--- src/rtl/spi_shift_engine.sv ---
// Full-duplex SPI shift engine: loads a WIDTH-bit transmit word, shifts it out
// on launch edges while capturing WIDTH bits on sample edges, then presents the
// received word in parallel with a one-cycle done pulse.
module spi_shift_engine #(
  parameter int unsigned WIDTH = 8
) (
  input  logic             i_clk,
  input  logic             i_rst_n,
  input  logic             i_sclk_rise,
  input  logic             i_sclk_fall,
  input  logic             i_load,
  input  logic [WIDTH-1:0] i_load_data,
  input  logic             i_lsb_first,
  input  logic             i_cpha,
  input  logic             i_abort,
  input  logic             i_serial_in,
  output logic             o_serial_out,
  output logic [WIDTH-1:0] o_parallel_out,
  output logic             o_busy,
  output logic             o_done
);

  localparam int unsigned CntW = $clog2(WIDTH + 1);

  typedef enum logic [0:0] {
    StIdle,
    StShift
  } state_e;

  state_e           r_state;
  logic [WIDTH-1:0] r_shreg;
  logic [WIDTH-1:0] r_parallel_out;
  logic [CntW-1:0]  r_count;
  logic             r_lsb_first;
  logic             r_cpha;
  logic             r_serial_out;
  logic             r_done;

  logic             w_sample;
  logic             w_launch;
  logic             w_last;
  logic             w_head;
  logic             w_load_head;
  logic [WIDTH-1:0] w_shifted;

  // Edge role mapping, next shift value and head-bit selection.
  always_comb begin
    w_sample    = r_cpha ? i_sclk_fall : i_sclk_rise;
    // A coincident rise/fall is treated as a sample only; the launch is dropped.
    w_launch    = (r_cpha ? i_sclk_rise : i_sclk_fall) & ~w_sample;
    w_last      = (r_count == CntW'(WIDTH - 1));
    w_head      = r_lsb_first ? r_shreg[0] : r_shreg[WIDTH-1];
    w_load_head = i_lsb_first ? i_load_data[0] : i_load_data[WIDTH-1];
    w_shifted   = r_lsb_first ? {i_serial_in, r_shreg[WIDTH-1:1]}
                              : {r_shreg[WIDTH-2:0], i_serial_in};
  end

  // Transfer FSM with all outputs registered.
  always_ff @(posedge i_clk or negedge i_rst_n) begin
    if (!i_rst_n) begin
      r_state        <= StIdle;
      r_shreg        <= '0;
      r_parallel_out <= '0;
      r_count        <= '0;
      r_lsb_first    <= 1'b0;
      r_cpha         <= 1'b0;
      r_serial_out   <= 1'b0;
      r_done         <= 1'b0;
    end else begin
      r_done <= 1'b0;
      case (r_state)
        StIdle: begin
          // Abort in idle also suppresses a coincident load.
          if (i_load && !i_abort) begin
            r_shreg      <= i_load_data;
            r_count      <= '0;
            r_lsb_first  <= i_lsb_first;
            r_cpha       <= i_cpha;
            r_serial_out <= w_load_head;
            r_state      <= StShift;
          end
        end
        StShift: begin
          if (i_abort) begin
            r_state <= StIdle;
          end else if (w_sample) begin
            r_shreg <= w_shifted;
            r_count <= r_count + CntW'(1);
            if (w_last) begin
              r_parallel_out <= w_shifted;
              r_done         <= 1'b1;
              r_state        <= StIdle;
            end
          end else if (w_launch) begin
            r_serial_out <= w_head;
          end
        end
        default: r_state <= StIdle;
      endcase
    end
  end

  assign o_serial_out   = r_serial_out;
  assign o_parallel_out = r_parallel_out;
  assign o_busy         = (r_state == StShift);
  assign o_done         = r_done;

endmodule

--- config.mk ---
export PLATFORM = sky130hd
export DESIGN_NAME = spi_shift_engine
export DESIGN_NICKNAME = d
export VERILOG_FILES = /design/src/rtl/spi_shift_engine.sv
export SDC_FILE = /design/constraint.sdc
export NUM_CORES = 1
export LEC_CHECK = 0
export CAP_MARGIN = 5
export CORE_UTILIZATION = 50
export DETAILED_ROUTE_END_ITERATION = 12
export HOLD_SLACK_MARGIN = 0.12
export PLACE_DENSITY = 0.91
export SLEW_MARGIN = 20
export SYNTH_ARGS = -nofsm -noshare
export SYNTH_HDL_FRONTEND = slang
export SYNTH_SLANG_ARGS = --single-unit
--- constraint.sdc ---
create_clock -name i_clk -period 2.1 [get_ports i_clk]
set_input_delay 0.42 -clock i_clk [delete_from_list [all_inputs] [get_ports i_clk]]
set_output_delay 0.42 -clock i_clk [all_outputs]
set_load 0.05 [all_outputs]
==> results of run 1 <==
## per-stage QoR
step	hold WS, ns	std cells
after global placement	0.4938	168
after CTS	0.4630	172
after global routing	0.4733	172
final	0.4437	172
after floorplan	0.1244	110
after detailed placement	0.4949	168
## placed cells by master, fill, tap and decap left out, types with 3 or more instances in the layout
cell,n
sky130_fd_sc_hd__dfrtp_1,25
sky130_fd_sc_hd__inv_1,10
sky130_fd_sc_hd__buf_4,6
sky130_fd_sc_hd__clkbuf_4,3
sky130_fd_sc_hd__mux2_2,5
sky130_fd_sc_hd__nand3_1,3
sky130_fd_sc_hd__a21oi_1,7
sky130_fd_sc_hd__mux2i_1,19
sky130_fd_sc_hd__mux2_4,8
sky130_fd_sc_hd__nor2_1,8
sky130_fd_sc_hd__clkdlybuf4s50_1,26
## layer usage
layer	global-route usage [%]	vias to the layer above	wire [um]
met5	0	-	0
met4	6.140	0	0
met3	2.874	0	89
met2	40.93	20	1457
met1	26.85	478	1180
li1	-	451	-
## path summary, 6_finish.rpt
check,from,to,slack [ns],cells past startpoint
setup / recovery,o_serial_out,o_serial_out,0.17,1
setup reg to reg,o_busy,r_shreg[0],0.45,4
hold reg to reg,o_parallel_out[0],o_parallel_out[0],0.53,1
hold / removal,i_rst_n,r_shreg[1],0.44,2
max in group asynchronous,i_rst_n,o_busy,1.41,2
min in group i_clk,o_parallel_out[0],o_parallel_out[0],0.53,1
## sequential cells by signal (all words and copies together), names as in the netlist
name	count
o_busy	1
o_done	1
o_parallel_out	8
o_serial_out	1
r_count	4
r_cpha	1
r_lsb_first	1
r_shreg	8
## power breakdown
| part | internal, mW | switching (mW) |
|---|---|---|
| Clock | 0.0742 | 0.144 |
| Sequential | 0.558 | 0.0904 |
| Combinational | 0.200 | 0.168 |
## cells by family after synthesis
logic type | share of synthesized area [%]
fa+ha+maj | 0.9595
compound gates | 7.486
mux | 29.17
buf+inv | 5.086
simple gates | 9.309
flops | 47.98
## layout make-up
class	count	area, sq um	area share [%]
repair buffers	33	325.3	19.55
flip-flops and latches	25	625.6	37.59
inverters	10	37.54	2.256
multi-input cells	70	611.8	36.77
clock buffers	4	26.28	1.579
well taps	30	37.54	2.256
==> run summary, run 1 <==
The run finished with clean final reports. The final worst-path setup slack is 0.1729 ns. The share of flip-flops with an asynchronous set or reset after synthesis came out at 100.0%.

The first detailed-routing pass took 4 iterations. The largest net degree at the start of global routing came out at 26. The data arrival time at the worst-slack endpoint came out at 1.51 ns. Yosys attributes the largest share of cell area to sky130_fd_sc_hd__dfrtp_1, sky130_fd_sc_hd__mux2i_1, sky130_fd_sc_hd__mux2_4, sky130_fd_sc_hd__mux2_2, sky130_fd_sc_hd__inv_1. The number of primary I/O pins came out at 28.

The top fanout value on the critical path is 2. The HPWL after detailed placement is 2003 um. The top flip-flop cell by instance count after synthesis is sky130_fd_sc_hd__dfrtp_1. The floorplan die width came out at 53.07 um. The proportion of netlist area held by the largest area contributor is 47.98%. Summed over all failing endpoints, the final setup total negative slack is 0 ns. In this run the number of H-tree levels came out at 1.

The worst setup path is captured at an output port. The tightest slew margin relative to the limit came out at 64.09%. The total wirelength of the detailed-routed design is 2728 um.

The starting density of the core is 52.63%. The area of the mapped netlist came out at 1304 sq um. The core region is 2477 sq um. The via count of the first global-routing pass is 1,012. The number of nets at the end of the flow is 161. The number of maximum-capacitance violations came out at 0. The register clock-pin slew on the reported worst setup and hold paths came out at 0.14 ns. The slew of the pin with the lowest slew margin is 0.5386 ns. Dividing the final minimum period by the clock period gives 91.77%. The number of gates given a new drive strength after cts came out at 0. The Yosys warning count came out at 0. The critical path class is reg2out. The mean instance size in the synthesized netlist came out at 11.85 sq um.

Relative to the synthesized area, the layout overhead comes to 27.64%. The largest delay contributor family on the critical path is buffers and inverters. The share of synthesized area occupied by flip-flops and latches came out at 47.98%. In the routed layout, each cell is associated on average with a via count of 5.517.

The fraction of final layout cells sized beyond drive strength 1 came out at 19.01%. The total power draw is 1.235 mW. The dominant cell type by area after synthesis is sky130_fd_sc_hd__dfrtp_1. In this design, the stage delay of the slowest critical-path cell is 0.81 ns. The commonest cells after synthesis are sky130_fd_sc_hd__dfrtp_1, sky130_fd_sc_hd__mux2i_1, sky130_fd_sc_hd__inv_1, sky130_fd_sc_hd__mux2_4, sky130_fd_sc_hd__nor2_1.

The post-layout instance area came out at 1664 sq um. The die is 53.07 um tall. Setup repair after global routing left no endpoint under its margin.

In this run, CTS created clock tree buffers numbering 3. Walking the worst path, the cells encountered are clkdlybuf4s50_1. The worst setup slack before clock tree synthesis came out at 0.06923 ns. The number of endpoints with negative hold slack in the final report is 0. The sort of element at the start of the critical path is a register. Global routing finished with a remaining overflow of 0. The DRC violations left came out at 0. Static timing analysis puts the maximum clock frequency at 0.5189 GHz. The register bit total from synthesis is 25.

The count of filler cells inserted in the layout is 208. The number of nets in the synthesized netlist is 128. The peak supply drop is 0.5894 mV. The buffers inserted during post-CTS setup optimization came out at 0. The placer's final routability congestion estimate came out at 0.7464.

The placed standard-cell area came out at 1638 sq um. CTS saw 25 sinks. After technology mapping, the gate count stands at 110.

The routed layout has 949 vias. The analysis attributes to cell leakage a power of 0.7471 nW. The floorplan has 18 rows. The number of buffer cells added on primary ports came out at 27. The die footprint is 2816 sq um. The end-of-flow core utilization is 67.17%.

The worst-case clock buffer depth is 2. The TritonCTS clock tree is yes. Setup violations remaining at the end of the flow were counted as 0. In this run the clock root is driven by a sky130_fd_sc_hd__clkbuf_4. After the first detailed-routing iteration, the DRC count stood at 11.

Across the routed clock network, the largest skew measured is 0.01050 ns. The number of pins exceeding their max-slew limit in the final report is 0. The number of synthesized flops with an enable pin is 0. The number of distinct library cells after synthesis is 27. The clock insertion delay at the later pin of the skew report is 0.32 ns.

The type of the worst min-delay path is in2async. Hold repair after CTS inserted 0 buffers. The routed wirelength normalized by instance count came out at 15.86 um. For this design, the slowest cell found on the critical path is sky130_fd_sc_hd__clkdlybuf4s50_1. The repair_antennas step left the layout with diodes totalling 0.

The data required time at the worst endpoint is 1.68 ns. The combined global-route utilization of all metal layers came out at 22.28%. The leading cell type by number of instances after synthesis is sky130_fd_sc_hd__dfrtp_1. The remaining antenna violation count after routing came out at 0.

The number of antenna violations at the first check in global routing came to 0. The shortest period the worst path allows came out at 1.927 ns. The global-route wire length before repair came out at 4457 um. In this run the power density over the cells is 742.0 nW/um^2. The number of buffers and inverters on the critical path is 1.
Power figures use the tool's default switching activity.
==> run 2: changes to the inputs <==
Settings changed: CORE_UTILIZATION 50 to 53, PLACE_DENSITY 0.91 to 0.95, RECOVER_POWER set to 50, SETUP_SLACK_MARGIN set to 0.05.
Clock period 2.1 ns to 2.5 ns, I/O delays scaled along.
==> run 2 against run 1 <==
Compared with the run above:
- clock power is 18% lower
- first-iteration DRC count is 27% lower
- via count is 3.2% lower
- clock skew is 0.0090 ns lower
- sequential share of layout area is 1.0 points higher
- final area is 2.7% lower
- worst hold slack better by 0.084 ns
- critical path depth is 3 higher
- largest cell class unchanged
- largest power group unchanged
- highest routed layer is now met4
==> run summary, run 2 (synthesis gave the netlist of run 1 again) <==
The buffering stage count on the worst path with inverters included came out at 1 (unchanged). The worst setup path is captured at a register. The area used by sequential logic in the layout came out at 625.6 sq um (unchanged).

The leakage power figure was 0.7271 nW (-2.7%). The buffers inserted during post-CTS setup optimization came out at 0 (unchanged). The slew of the pin with the lowest slew margin is 1.331 ns (+0.7924 ns). The number of endpoints with negative hold slack in the final report was 0 (unchanged). The routed length on met2 came out at 1286 um (-12%). The library cell used most frequently in the layout, excluding fill and tap cells, is sky130_fd_sc_hd__dfrtp_1. TritonCTS built the clock tree. The number of design-rule violations left by the first detailed-router iteration came out at 8 (-3). The register clock-pin slew on the reported worst setup and hold paths is 0.13 ns (about the same). Derived from the worst setup path, the maximum achievable clock frequency is 0.4903 GHz. The routed via count divided by cell count is 5.503 (-0.26%). The number of nets at the end of the flow is 158 (-1.9%). The multi-input gate area in the final layout is 608.1 sq um (-0.61%). The number of antenna violations at the first check in global routing is 0 (unchanged). The count of filler cells inserted in the layout came out at 175 (-16%). The master of the slowest instance on the critical path is sky130_fd_sc_hd__mux2i_1.

The die footprint came out at 2662 sq um (-5.5%). The total power draw came out at 1.010 mW (-18%). The height of the die came to 51.60 um (-2.8%). The critical path goes through dlygate4sd3_1 > mux2i_1 > a21oi_4 > mux2_4. The worst path in the final design needs a cycle of 2.040 ns, including I/O delays and setup. The clock power share is 17.7% (about the same). The maximum single-stage delay on the critical path is 0.58 ns (-0.23 ns). The internal power is 0.6871 mW (-17%). The signed area change from the synthesized netlist to the final layout came out at 24.18%. The end-of-flow core utilization is 71.81% (+4.6 points).

The largest delay contributor family on the critical path is multiplexers. The number of maximum-capacitance violations is 0 (unchanged). The number of placement rows was 17 (-1). The routed wirelength normalized by instance count is 15.14 um (-4.6%).

The number of buffer cells added on primary ports came out at 27 (unchanged). The total congestion overflow after global routing is 0 (unchanged). The net load switching power came out at 0.3233 mW (-20%). The worst setup path is launched from an input port. The data arrival time at the worst-slack endpoint is 2.25 ns (+0.74 ns). The final worst clock skew came out at 0.001506 ns (-0.008998 ns). The number of CTS-inserted buffers is 3 (unchanged).

The global-route wire length before repair is 4250 um (-4.6%). The number of primary I/O pins was 28 (unchanged). The sequential share of power is 53.7% (+1.2 points). The starting density of the core is 57.82% (+5.2 points). The total number of clock tree sinks came out at 25 (unchanged). The data required time at the worst endpoint was 2.71 ns (+1.03 ns). The number of hold-repair buffers added at the cts stage is 0 (unchanged). The length of routed wiring on met1 came out at 1077 um (-8.7%). The area inside the core boundary came out at 2255 sq um (-9.0%). Setup repair after global routing left no endpoint under its margin.

The power per unit of standard cell area is 624.1 nW/um^2 (-16%). The placer's final routability congestion estimate is 0.7686 (+3.0%). The floorplan die width is 51.60 um (-2.8%). The run finished with clean final reports.

The tightest slew margin relative to the limit is 11.26% (-53 points). The total wirelength of the detailed-routed design is 2528 um (-7.3%). The uppermost signal routing layer after detailed routing is met4. The placed standard-cell area is 1600 sq um (-2.3%). The count of final setup violators is 0 (unchanged).

The post-layout instance area is 1619 sq um (-2.7%). The number of H-tree levels is 1 (unchanged). The HPWL after detailed placement is 1964 um (-1.9%). The total iterations of the first detailed-routing run came out at 4 (unchanged). The number of antenna diodes came to 0 (unchanged). The top fanout value on the critical path is 10 (+8). The fraction of final layout cells sized beyond drive strength 1 came out at 15.83% (-3.2 points). The via count of the first global-routing pass is 960 (-5.1%). The DRC violations left came to 0 (unchanged).

In this run the worst hold path is classified as reg2reg. The worst hold slack after final layout was 0.5275 ns (+0.08385 ns). The post-route clock period utilization is 81.59%. The number of gates given a new drive strength after cts is 0 (unchanged). The remaining antenna violation count after routing is 0 (unchanged).

The clock insertion delay at the later pin of the skew report came out at 0.31 ns (about the same). The library cells used most frequently in the layout, excluding fill and tap cells, are sky130_fd_sc_hd__dfrtp_1, sky130_fd_sc_hd__clkdlybuf4s50_1, sky130_fd_sc_hd__mux2i_1. The switching part of the total power is 32.00% (-0.64 points). The combined global-route utilization of all metal layers came out at 22.52% (+0.24 points). The total via count after detailed routing came out at 919 (-3.2%). The worst-case clock buffer depth came out at 2 (unchanged). The met3 routed wirelength came to 104 um (+17%). The largest net degree at the start of global routing is 26 (unchanged).

The setup TNS was 0 ns (unchanged). Clock tree synthesis selected as its root buffer the cell sky130_fd_sc_hd__clkbuf_4. The number of pins exceeding their max-slew limit in the final report came out at 0 (unchanged). The critical path class is in2reg. The share of power burned in combinational logic came out at 28.6% (-1.2 points). The peak supply drop came out at 0.5048 mV (-14%).
-- run 2: layer usage --
metal | track usage (%) | up-vias
met5 | 0 | -
met4 | 11.26 | 0
met3 | 3.216 | 6
met2 | 40.48 | 28
met1 | 25.86 | 439
li1 | - | 446
-- run 2: final timing paths --
kind | start | end | slack (ns) | cells past startpoint
min | o_parallel_out[7] | o_parallel_out[7] | 0.53 | 1
max in group asynchronous | i_rst_n | r_cpha | 0.74 | 2
max | i_sclk_fall | r_shreg[1] | 0.46 | 4
max reg2reg | o_busy | r_shreg[1] | 0.65 | 3
min in group asynchronous | i_rst_n | o_done | 0.99 | 2
min reg2reg | o_parallel_out[7] | o_parallel_out[7] | 0.53 | 1
-- run 2: power by group through the flow --
| stage | clock, mW | combinational (mW) | sequential [mW] |
|---|---|---|---|
| after floorplan | 0 | 0.196 | 0.546 |
| after global placement | 0 | 0.284 | 0.545 |
| after detailed placement | 0 | 0.295 | 0.552 |
| after CTS | 0.184 | 0.296 | 0.543 |
| after global routing | 0.200 | 0.314 | 0.554 |
| final | 0.179 | 0.289 | 0.542 |
-- run 2: cell type report --
| cell class | count | share of cell area [%] |
|---|---|---|
| inverter | 10 | 2.318 |
| multi-input combinational | 70 | 37.56 |
| clock buffer | 4 | 1.623 |
| tap | 28 | 2.164 |
| timing repair buffer | 30 | 17.70 |
| sequential | 25 | 38.64 |
-- run 2: worst register-to-register path, cell delays in order (launching register included) --
cell	delay [ns]
sky130_fd_sc_hd__dfrtp_1	0.68
sky130_fd_sc_hd__o21bai_1	0.29
sky130_fd_sc_hd__a21oi_4	0.44
sky130_fd_sc_hd__mux2_4	0.34
-- run 2: metrics by stage --
stage	setup slack, ns	cells
after floorplan	0.6952	110
after global routing	0.3865	167
after global placement	0.4047	163
final	0.4603	167
after detailed placement	0.3757	163
after CTS	0.4802	167
